`src/rtl/tpu_pkg.sv`:
```
// ---------------------------------------------------------------------------
// tpu_pkg
// Shared definitions for the operand feed path of the systolic array.
//   - default sizing for operand width, row count and vector-count width
//   - feeder FSM state encoding
//   - lane_lsb(): bit offset of lane `lane` inside a packed multi-lane bus
// ---------------------------------------------------------------------------
package tpu_pkg;

    localparam int DATA_WIDTH_DEF = 8;
    localparam int ROWS_DEF       = 4;
    localparam int LEN_W_DEF      = 8;

    typedef enum logic [1:0] {
        ST_IDLE   = 2'd0,
        ST_STREAM = 2'd1,
        ST_DRAIN  = 2'd2,
        ST_DONE   = 2'd3
    } feeder_state_t;

    // Lane r of a packed bus lives at [r*width +: width].
    function automatic int lane_lsb(input int lane, input int width);
        return lane * width;
    endfunction

endpackage

```
`src/rtl/skew_delay_line.sv`:
```
// ---------------------------------------------------------------------------
// skew_delay_line
// Parallel data+valid shift register, DEPTH stages deep. Stage 0 captures
// i_data only when i_valid is high and loads zero otherwise, so data is zero
// wherever valid is low all the way down the line.
//
// Ports:
//   clk        in   rising-edge clock
//   i_clear_n  in   asynchronous active-low clear of every stage
//   i_data     in   DATA_WIDTH  stage-0 data
//   i_valid    in   stage-0 valid
//   o_data     out  DATA_WIDTH  last-stage data
//   o_valid    out  last-stage valid
//   o_pending  out  a valid word sits in some stage other than the last
// ---------------------------------------------------------------------------
module skew_delay_line #(
    parameter int DATA_WIDTH = 8,
    parameter int DEPTH      = 1
) (
    input  logic                  clk,
    input  logic                  i_clear_n,
    input  logic [DATA_WIDTH-1:0] i_data,
    input  logic                  i_valid,
    output logic [DATA_WIDTH-1:0] o_data,
    output logic                  o_valid,
    output logic                  o_pending
);

    logic [DATA_WIDTH-1:0] r_data [DEPTH];
    logic [DEPTH-1:0]      r_valid;

    always_ff @(posedge clk or negedge i_clear_n) begin
        if (!i_clear_n) begin
            for (int i = 0; i < DEPTH; i++) begin
                r_data[i] <= '0;
            end
            r_valid <= '0;
        end else begin
            r_data[0]  <= i_valid ? i_data : '0;
            r_valid[0] <= i_valid;
            for (int i = 1; i < DEPTH; i++) begin
                r_data[i]  <= r_data[i-1];
                r_valid[i] <= r_valid[i-1];
            end
        end
    end

    assign o_data  = r_data[DEPTH-1];
    assign o_valid = r_valid[DEPTH-1];

    // The last stage is what the array sees this cycle. If nothing valid
    // sits behind it, the line is empty after the next edge.
    always_comb begin
        o_pending = 1'b0;
        for (int i = 0; i < DEPTH - 1; i++) begin
            o_pending = o_pending | r_valid[i];
        end
    end

endmodule

```
`src/rtl/operand_skew_feeder.sv`:
```
// ---------------------------------------------------------------------------
// operand_skew_feeder
// Drains ROWS operand FIFOs in lockstep and presents lane r to the systolic
// array's west edge delayed by r extra cycles (diagonal skew). A read issued
// in cycle t appears on lane r in cycle t+2+r. Cycles where any FIFO is
// empty issue no read on any lane and travel down the skew as zero-data,
// valid-low bubbles.
//
// Optional build macro FEEDER_STALL_CNT_EN adds the stall_cycles output:
// number of STREAM cycles whose read was blocked by an empty lane,
// saturating at 0xFFFF, cleared on reset and on every accepted start.
//
// Ports:
//   clk           in   rising-edge clock
//   reset_n       in   asynchronous active-low reset
//   start         in   one-cycle start pulse, honoured in IDLE only
//   len           in   LEN_W  column vectors to stream, sampled with start
//   busy          out  high in STREAM and DRAIN
//   done          out  one-cycle pulse at transfer end
//   fifo_rd_en    out  ROWS  per-lane FIFO read strobe (all equal)
//   fifo_data     in   ROWS*DATA_WIDTH  FIFO data, valid cycle after rd_en
//   fifo_empty    in   ROWS  per-lane FIFO empty flag
//   a_data        out  ROWS*DATA_WIDTH  skewed operands, same lane packing
//   a_valid       out  ROWS  per-lane operand valid
//   stall_cycles  out  16  (FEEDER_STALL_CNT_EN only) blocked-read count
// ---------------------------------------------------------------------------
module operand_skew_feeder
    import tpu_pkg::*;
#(
    parameter int DATA_WIDTH = DATA_WIDTH_DEF,
    parameter int ROWS       = ROWS_DEF,
    parameter int LEN_W      = LEN_W_DEF
) (
    input  logic                       clk,
    input  logic                       reset_n,
    input  logic                       start,
    input  logic [LEN_W-1:0]           len,
    output logic                       busy,
    output logic                       done,
    output logic [ROWS-1:0]            fifo_rd_en,
    input  logic [ROWS*DATA_WIDTH-1:0] fifo_data,
    input  logic [ROWS-1:0]            fifo_empty,
    output logic [ROWS*DATA_WIDTH-1:0] a_data,
    output logic [ROWS-1:0]            a_valid
`ifdef FEEDER_STALL_CNT_EN
    ,
    output logic [15:0]                stall_cycles
`endif
);

    feeder_state_t     r_state;
    logic [LEN_W-1:0]  r_len;
    logic [LEN_W-1:0]  r_issued;
    logic              r_busy;
    logic              r_done;
    logic              r_rd_issue_d;

    logic              w_any_empty;
    logic              w_can_read;
    logic              w_pipe_idle;
    logic [ROWS-1:0]   w_lane_pending;

    // The read decision looks at this cycle's empty flags directly: a
    // registered decision would act on a flag that may already be stale
    // by one read, which could pop an empty FIFO.
    assign w_any_empty = |fifo_empty;
    assign w_can_read  = (r_state == ST_STREAM) && !w_any_empty && (r_issued < r_len);
    assign fifo_rd_en  = {ROWS{w_can_read}};

    // Nothing in flight: no FIFO word arriving and no lane holding a valid
    // word behind its output stage.
    assign w_pipe_idle = !r_rd_issue_d && (w_lane_pending == '0);

    assign busy = r_busy;
    assign done = r_done;

    always_ff @(posedge clk or negedge reset_n) begin
        if (!reset_n) begin
            r_rd_issue_d <= 1'b0;
        end else begin
            r_rd_issue_d <= w_can_read;
        end
    end

    always_ff @(posedge clk or negedge reset_n) begin
        if (!reset_n) begin
            r_state  <= ST_IDLE;
            r_len    <= '0;
            r_issued <= '0;
            r_busy   <= 1'b0;
            r_done   <= 1'b0;
        end else begin
            case (r_state)
                ST_IDLE: begin
                    if (start) begin
                        if (len != '0) begin
                            r_len    <= len;
                            r_issued <= '0;
                            r_busy   <= 1'b1;
                            r_state  <= ST_STREAM;
                        end else begin
                            r_done   <= 1'b1;
                            r_state  <= ST_DONE;
                        end
                    end
                end
                ST_STREAM: begin
                    if (w_can_read) begin
                        r_issued <= r_issued + 1'b1;
                    end
                    if (r_issued == r_len) begin
                        r_state <= ST_DRAIN;
                    end
                end
                ST_DRAIN: begin
                    if (w_pipe_idle) begin
                        r_busy  <= 1'b0;
                        r_done  <= 1'b1;
                        r_state <= ST_DONE;
                    end
                end
                ST_DONE: begin
                    r_done  <= 1'b0;
                    r_state <= ST_IDLE;
                end
                default: begin
                    r_busy  <= 1'b0;
                    r_done  <= 1'b0;
                    r_state <= ST_IDLE;
                end
            endcase
        end
    end

    // Lane r: one capture stage plus r skew stages.
    genvar gi;
    generate
        for (gi = 0; gi < ROWS; gi++) begin : g_lane
            skew_delay_line #(
                .DATA_WIDTH (DATA_WIDTH),
                .DEPTH      (gi + 1)
            ) u_delay (
                .clk       (clk),
                .i_clear_n (reset_n),
                .i_data    (fifo_data[lane_lsb(gi, DATA_WIDTH) +: DATA_WIDTH]),
                .i_valid   (r_rd_issue_d),
                .o_data    (a_data[lane_lsb(gi, DATA_WIDTH) +: DATA_WIDTH]),
                .o_valid   (a_valid[gi]),
                .o_pending (w_lane_pending[gi])
            );
        end
    endgenerate

`ifdef FEEDER_STALL_CNT_EN
    logic [15:0] r_stall_cycles;

    always_ff @(posedge clk or negedge reset_n) begin
        if (!reset_n) begin
            r_stall_cycles <= '0;
        end else if ((r_state == ST_IDLE) && start) begin
            r_stall_cycles <= '0;
        end else if ((r_state == ST_STREAM) && w_any_empty && (r_issued < r_len)
                     && (r_stall_cycles != 16'hFFFF)) begin
            r_stall_cycles <= r_stall_cycles + 1'b1;
        end
    end

    assign stall_cycles = r_stall_cycles;
`endif

endmodule
```
`config.mk`:
```
export PLATFORM = sky130hd
export DESIGN_NAME = operand_skew_feeder
export DESIGN_NICKNAME = d
export VERILOG_FILES = /design/src/rtl/tpu_pkg.sv /design/src/rtl/skew_delay_line.sv /design/src/rtl/operand_skew_feeder.sv
export SDC_FILE = /design/constraint.sdc
export NUM_CORES = 1
export LEC_CHECK = 0
export BUFFER_PORTS_ARGS = -buffer_cell sky130_fd_sc_hd__buf_2
export CAP_MARGIN = 40
export CORE_ASPECT_RATIO = 0.5
export CORE_UTILIZATION = 57
export CTS_CLUSTER_DIAMETER = 150
export DETAILED_ROUTE_END_ITERATION = 6
export PLACE_DENSITY_LB_ADDON = 0.1
export SLEW_MARGIN = 20
export SYNTH_ARGS = -nofsm -noshare
export SYNTH_HDL_FRONTEND = slang
export SYNTH_HIERARCHICAL = 1
export SYNTH_SLANG_ARGS = --single-unit
```
`constraint.sdc`:
```
create_clock -name clk -period 4.79 [get_ports clk]
set_clock_uncertainty 0.2 [all_clocks]
set_input_delay 0.7185 -clock clk [delete_from_list [all_inputs] [get_ports clk]]
set_output_delay 0.7185 -clock clk [all_outputs]
set_load 0.01 [all_outputs]
```
# After elaboration in Yosys (flattened, before gate mapping)
# Index checks and enable logic that the tools add are counted.
# Widths: inputs -> output; s select.
# totals
regBits,111
output_inout_bits,42
# classes
n_addsub,1
order_cmp,1
n_eq_ne,10
muxes,21
bitwise_logic,3
n_reduce_logical,17
# ops
operator,count
$mux 8,7
$pmux 8 s2,1
$reduce_and 4->1,3
$ne 2x2->1 const B,5
$add 8x1->8 const B,1
$eq 8x8->1,1
$lt 8x8->1,1
$mux 2,4
$pmux 2 s4,1
$reduce_bool 8->1,1
$mux 1,6
$reduce_and 3->1,2
$eq 2x2->1 const B,2
$logic_not 4->1,1
$reduce_bool 2->1,2
$reduce_or 4->1,1
$logic_and 1x1->1,3
$or 1x1->1,3
$pmux 1 s3,1
$reduce_bool 3->1,1
$eq 2x1->1 const B,1
$logic_not 1->1,2
$logic_not 2->1,1
$ne 2x1->1 const B,1
$pmux 1 s2,1

# Logic depth before layout (Yosys ltp)
# logic_depth
word_depth,6
depth_mapped,8
mapped_depth_nobuf,8

# By module
# The synthesis kept the hierarchy.
# by_module_without_submodules
module,instances,cells_per_inst,area_per_inst_um2
operand_skew_feeder,1,143,1307.5
skew_delay_line (g_lane[3].u_delay),1,53,1017.2
skew_delay_line (g_lane[2].u_delay),1,44,792.0
skew_delay_line (g_lane[1].u_delay),1,34,560.5
skew_delay_line (g_lane[0].u_delay),1,19,286.5

# Worst setup path after synthesis
# OpenSTA, ideal clock, no wires.
# synth_timing
kind,input to output
startpoint,input port fifo_empty[1]
endpoint,output port fifo_rd_en[0]
arrival_ps,1771
required_ps,3872
setup_slack_ps,2101
cell_stages,5
n_path_buf,1
cell_sequence,nor4_1 and4b_1 o21ai_2 nor2_1 buf_4
# synth_between
elab_chain_cells,4
# synth_rtl
element,line_no,source
start: declaration,operand_skew_feeder.sv:42,"input logic [ROWS-1:0] fifo_empty,"
$reduce_or 4->1,operand_skew_feeder.sv:66,assign w_any_empty = |fifo_empty;
$logic_not 1->1,operand_skew_feeder.sv:67,assign w_can_read = (r_state == ST_STREAM) && !w_any_empty && (r_issued < r_len);
$logic_and 1x1->1 (2 in a row),operand_skew_feeder.sv:67,
end: declaration,operand_skew_feeder.sv:40,"output logic [ROWS-1:0] fifo_rd_en,"
# Every way passes these cells.

# Worst setup path in the final report
# layout_timing
startpoint,register r_state[1]
endpoint,output port fifo_rd_en[3]
# layout_between
elab_chain_cells,3
# layout_rtl
element,line_no,source
start: declaration,operand_skew_feeder.sv:51,feeder_state_t r_state;
start signal: assignment,operand_skew_feeder.sv:87,r_state <= ST_IDLE;
start signal: assignment,operand_skew_feeder.sv:100,r_state <= ST_STREAM;
start signal: assignment,operand_skew_feeder.sv:103,r_state <= ST_DONE;
$eq 2x1->1,operand_skew_feeder.sv:67,
$logic_and 1x1->1 (2 in a row),operand_skew_feeder.sv:67,
# Every way passes these cells.

==> impl_metrics.toml <==
[outcome]
run_status = "finished clean"

[global_routing]
globalRouteMet2Util_pct = 30.5
pin_count_of_the_biggest_net_entering_global_routing = 66
use_met1_pct = 23.4
global_route.peak_usage_layer = "met2"
global_route_wire_length_before_repair_um = 10200
grt_util_all_layers_pct = 19.0
initial_antenna_violation_count = 0
global_route.usage.met3_pct = 7.14
grt_remaining_overflow = 0
via_count_of_the_first_global_routing_pass = 2209

[yosys]
largest_family_of_logic_cells_by_synthesized_area = "simple AND/OR/NAND/NOR gates"
synth_simple_gate_area_share_pct = 11.2
yosysUniqueCellTypes = 36
ys_ff_latch = 111
synth-compound-area-share_pct = 6.85
yosysSeqAreaShare_pct = 70.1
postSynthNetCount = 353
synth-warning-count = 6
synth_mux_area_share_pct = 0.284
yosysTopAreaCellShare_pct = 70.1
syn_area_per_cell_um2 = 13.5
synthesis.area_mm2 = 0.00396
synth_area_leader_cell = "dfrtp_1"
synthXorXnorAreaFrac_pct = 0
post_synth_inst_count = 293
synth.area.top_cells = "dfrtp_1 (70%), buf_4 (5.7%), and2_1 (5.1%)"
synth-adder-area-share_pct = 4.10

[timing]
max_freq_mhz = 305
timing.max_slew.rel_slack_pct = 62.3
setup_viol = 0
fin_tns_setup_ns = 0
final.setup.worst_slack_ns = 1.51
fin_crit_ns = 3.28
rsz_0062_raised_after_global_routing = "false"
tightestPinTransition_ns = 0.565
timing.final.hold_violations = 0
slew_viol_final = 0
fin_crit_sh_pct = 68.5
fin_hold_ws_ns = 0.0468

[cells_and_area]
drive_above_1_share_pct = 32.0
filler_cell_count = 502
syn2layout_area_growth_pct = 16.6
final_cell_mix = "dfrtp_1 (111), buf_2 (87), and2_1 (32)"
design.final.nets = 422
layout_commonest_cell = "dfrtp_1"
antennaDiodeCount = 0
final_util_pct = 69.0

[critical_path]
start_kind = "register"
worst-setup-path-type = "reg -> out"
path_max_fanout = 17
setup.worst_path.end_class = "primary output"
worstRegToRegCells = 7
required_ns = 3.87
worstPathArrival_ns = 2.36

[detailed_routing]
drc = 0
drt-total-wl_um = 6400
routed-via-count = 2284
remaining_number_of_nets_flagged_by_the_antenna_check_after_routing = 0
routed_wire_length_per_instance_um = 14.0
detail_route.iter0.violations = 151
viasPerCell = 4.99
firstDrtPassIters = 4

[hold_path]
kind_of_path_behind_the_tightest_hold_check = "in -> async"

[clocking]
cts_num_sinks = 111
clk_transition_reported_paths_ns = 0.07
clock_tree.htree_level_count = 3
clock_insertion_delay_worst_skew_ns = 0.34
cts_resized = 0
post_cts_hold_buffer_count = 0
cts_buffers = 9
postCtsSetupRepairBufs = 0
clk_tree_root_cell = "clkbuf_16"
clockBufferDepth = 2
tritoncts = "built"

[pwr]
fin_total_pwr_uw = 1790
vdd.ir_drop.worst_mv = 0.303
cellLeakagePower_uw = 0.00253
powerDensity_mw_per_mm2 = 387

[placement]
hpwl_um = 4470
gp_routability_congestion = 0.777
preCtsSetupSlack_ns = 1.84
placement.io_buffers = 88

[floorplan]
die_height_um = 61.0
core.rowCount = 21
initial_core_util_pct = 59.2
floorplan.die.width_um = 120
design.die.area_mm2 = 0.00731
total_i_o_pin_count = 89
core_area_mm2 = 0.00670

[run]
maxCapViolations = 0
==> registers in the layout, indices dropped and copies added, names as in the netlist <==
signal and flops:
g_lane.u_delay/o_valid 1, r_state 2, r_len 8, g_lane.u_delay/o_data 32, done 1, r_issued 8
g_lane.u_delay/r_valid 9, busy 1, r_rd_issue_d 1, g_lane.u_delay/r_data 48
==> synthesized netlist by cell type <==
library cell and number:
a21boi_0 1, a21o_1 1, a21oi_1 4, a21oi_2 2, a31oi_1 5, and2_1 32, and3_1 1, and4b_1 1
buf_2 1, buf_4 30, buf_6 1, clkbuf_1 1, conb_1 1, dfrtp_1 111, ha_1 13, inv_1 13
mux2_2 1, nand2_1 21, nand3_1 7, nand4_1 3, nor2_1 2, nor2b_1 1, nor4_1 3, o211ai_1 2
o21a_1 1, o21ai_0 16, o21ai_2 1, o22ai_1 1, o31a_2 4, o31ai_1 4, or2_1 1, or2_2 2
or3_1 1, or4_1 2, or4_4 1, or4b_1 1
==> cell families after synthesis <==
| group | Yosys count |
|---|---|
| flip-flops | 111 |
| multiplexers | 1 |
| AO/OA/AOI/OAI | 42 |
| buffers and inverters | 46 |
| adder cells (fa/ha/maj) | 13 |
| AND/OR/NAND/NOR | 79 |
| other | 1 |
==> worst max-delay path: stages (launching register included) <==
cell	delay, ns
dfrtp_1	0.41
inv_1	0.09
ha_1	0.51
and4b_1	0.29
o21ai_2	0.13
nor2_1	0.37
buf_2	0.22
==> path summary, 6_finish.rpt <==
path | from | to | slack (ns)
worst max-delay path | r_state[1] | fifo_rd_en[3] | 1.51
worst min-delay path | reset_n | r_len[7] | 0.05
worst max register to register | r_state[1] | r_issued[7] | 2.01
worst min register to register | g_lane[3].u_delay/r_data[17] | g_lane[3].u_delay/r_data[9] | 0.15
max in group asynchronous | reset_n | g_lane[2].u_delay/r_data[11] | 3.33
min in group clk | g_lane[3].u_delay/r_data[17] | g_lane[3].u_delay/r_data[9] | 0.15
==> layer usage <==
layer	vias to the layer above	wire length [um]	share of wire (%)
li1	1082	-	-
met1	1112	2790	44
met2	83	3050	48
met3	7	458	7.2
met4	0	107	1.7
met5	-	0	0
==> through the flow <==
step / cells / instance area (um^2)
after floorplan: 293 / 3960
after global placement: 441 / 4280
after detailed placement: 443 / 4340
after CTS: 458 / 4620
after global routing: 458 / 4620
final: 458 / 4620
==> power breakdown <==
group	switching (uW)	internal (uW)	leakage, uW
Sequential	25.0	964	0.00149
Clock	325	370	0.000141
Combinational	57.1	46.4	0.000902
==> layout make-up <==
| type | count | area [um^2] | share of cell area, % |
|---|---|---|---|
| Inverter | 13 | 48.8 | 1.06 |
| Clock inverter | 5 | 42.5 | 0.921 |
| Tap cell | 92 | 115 | 2.49 |
| Timing Repair Buffer | 91 | 505 | 10.9 |
| Sequential cell | 111 | 2780 | 60.1 |
| Clock buffer | 10 | 239 | 5.17 |
| Multi-Input combinational cell | 136 | 892 | 19.3 |
Note: power is estimated with default switching activity, not from simulation.
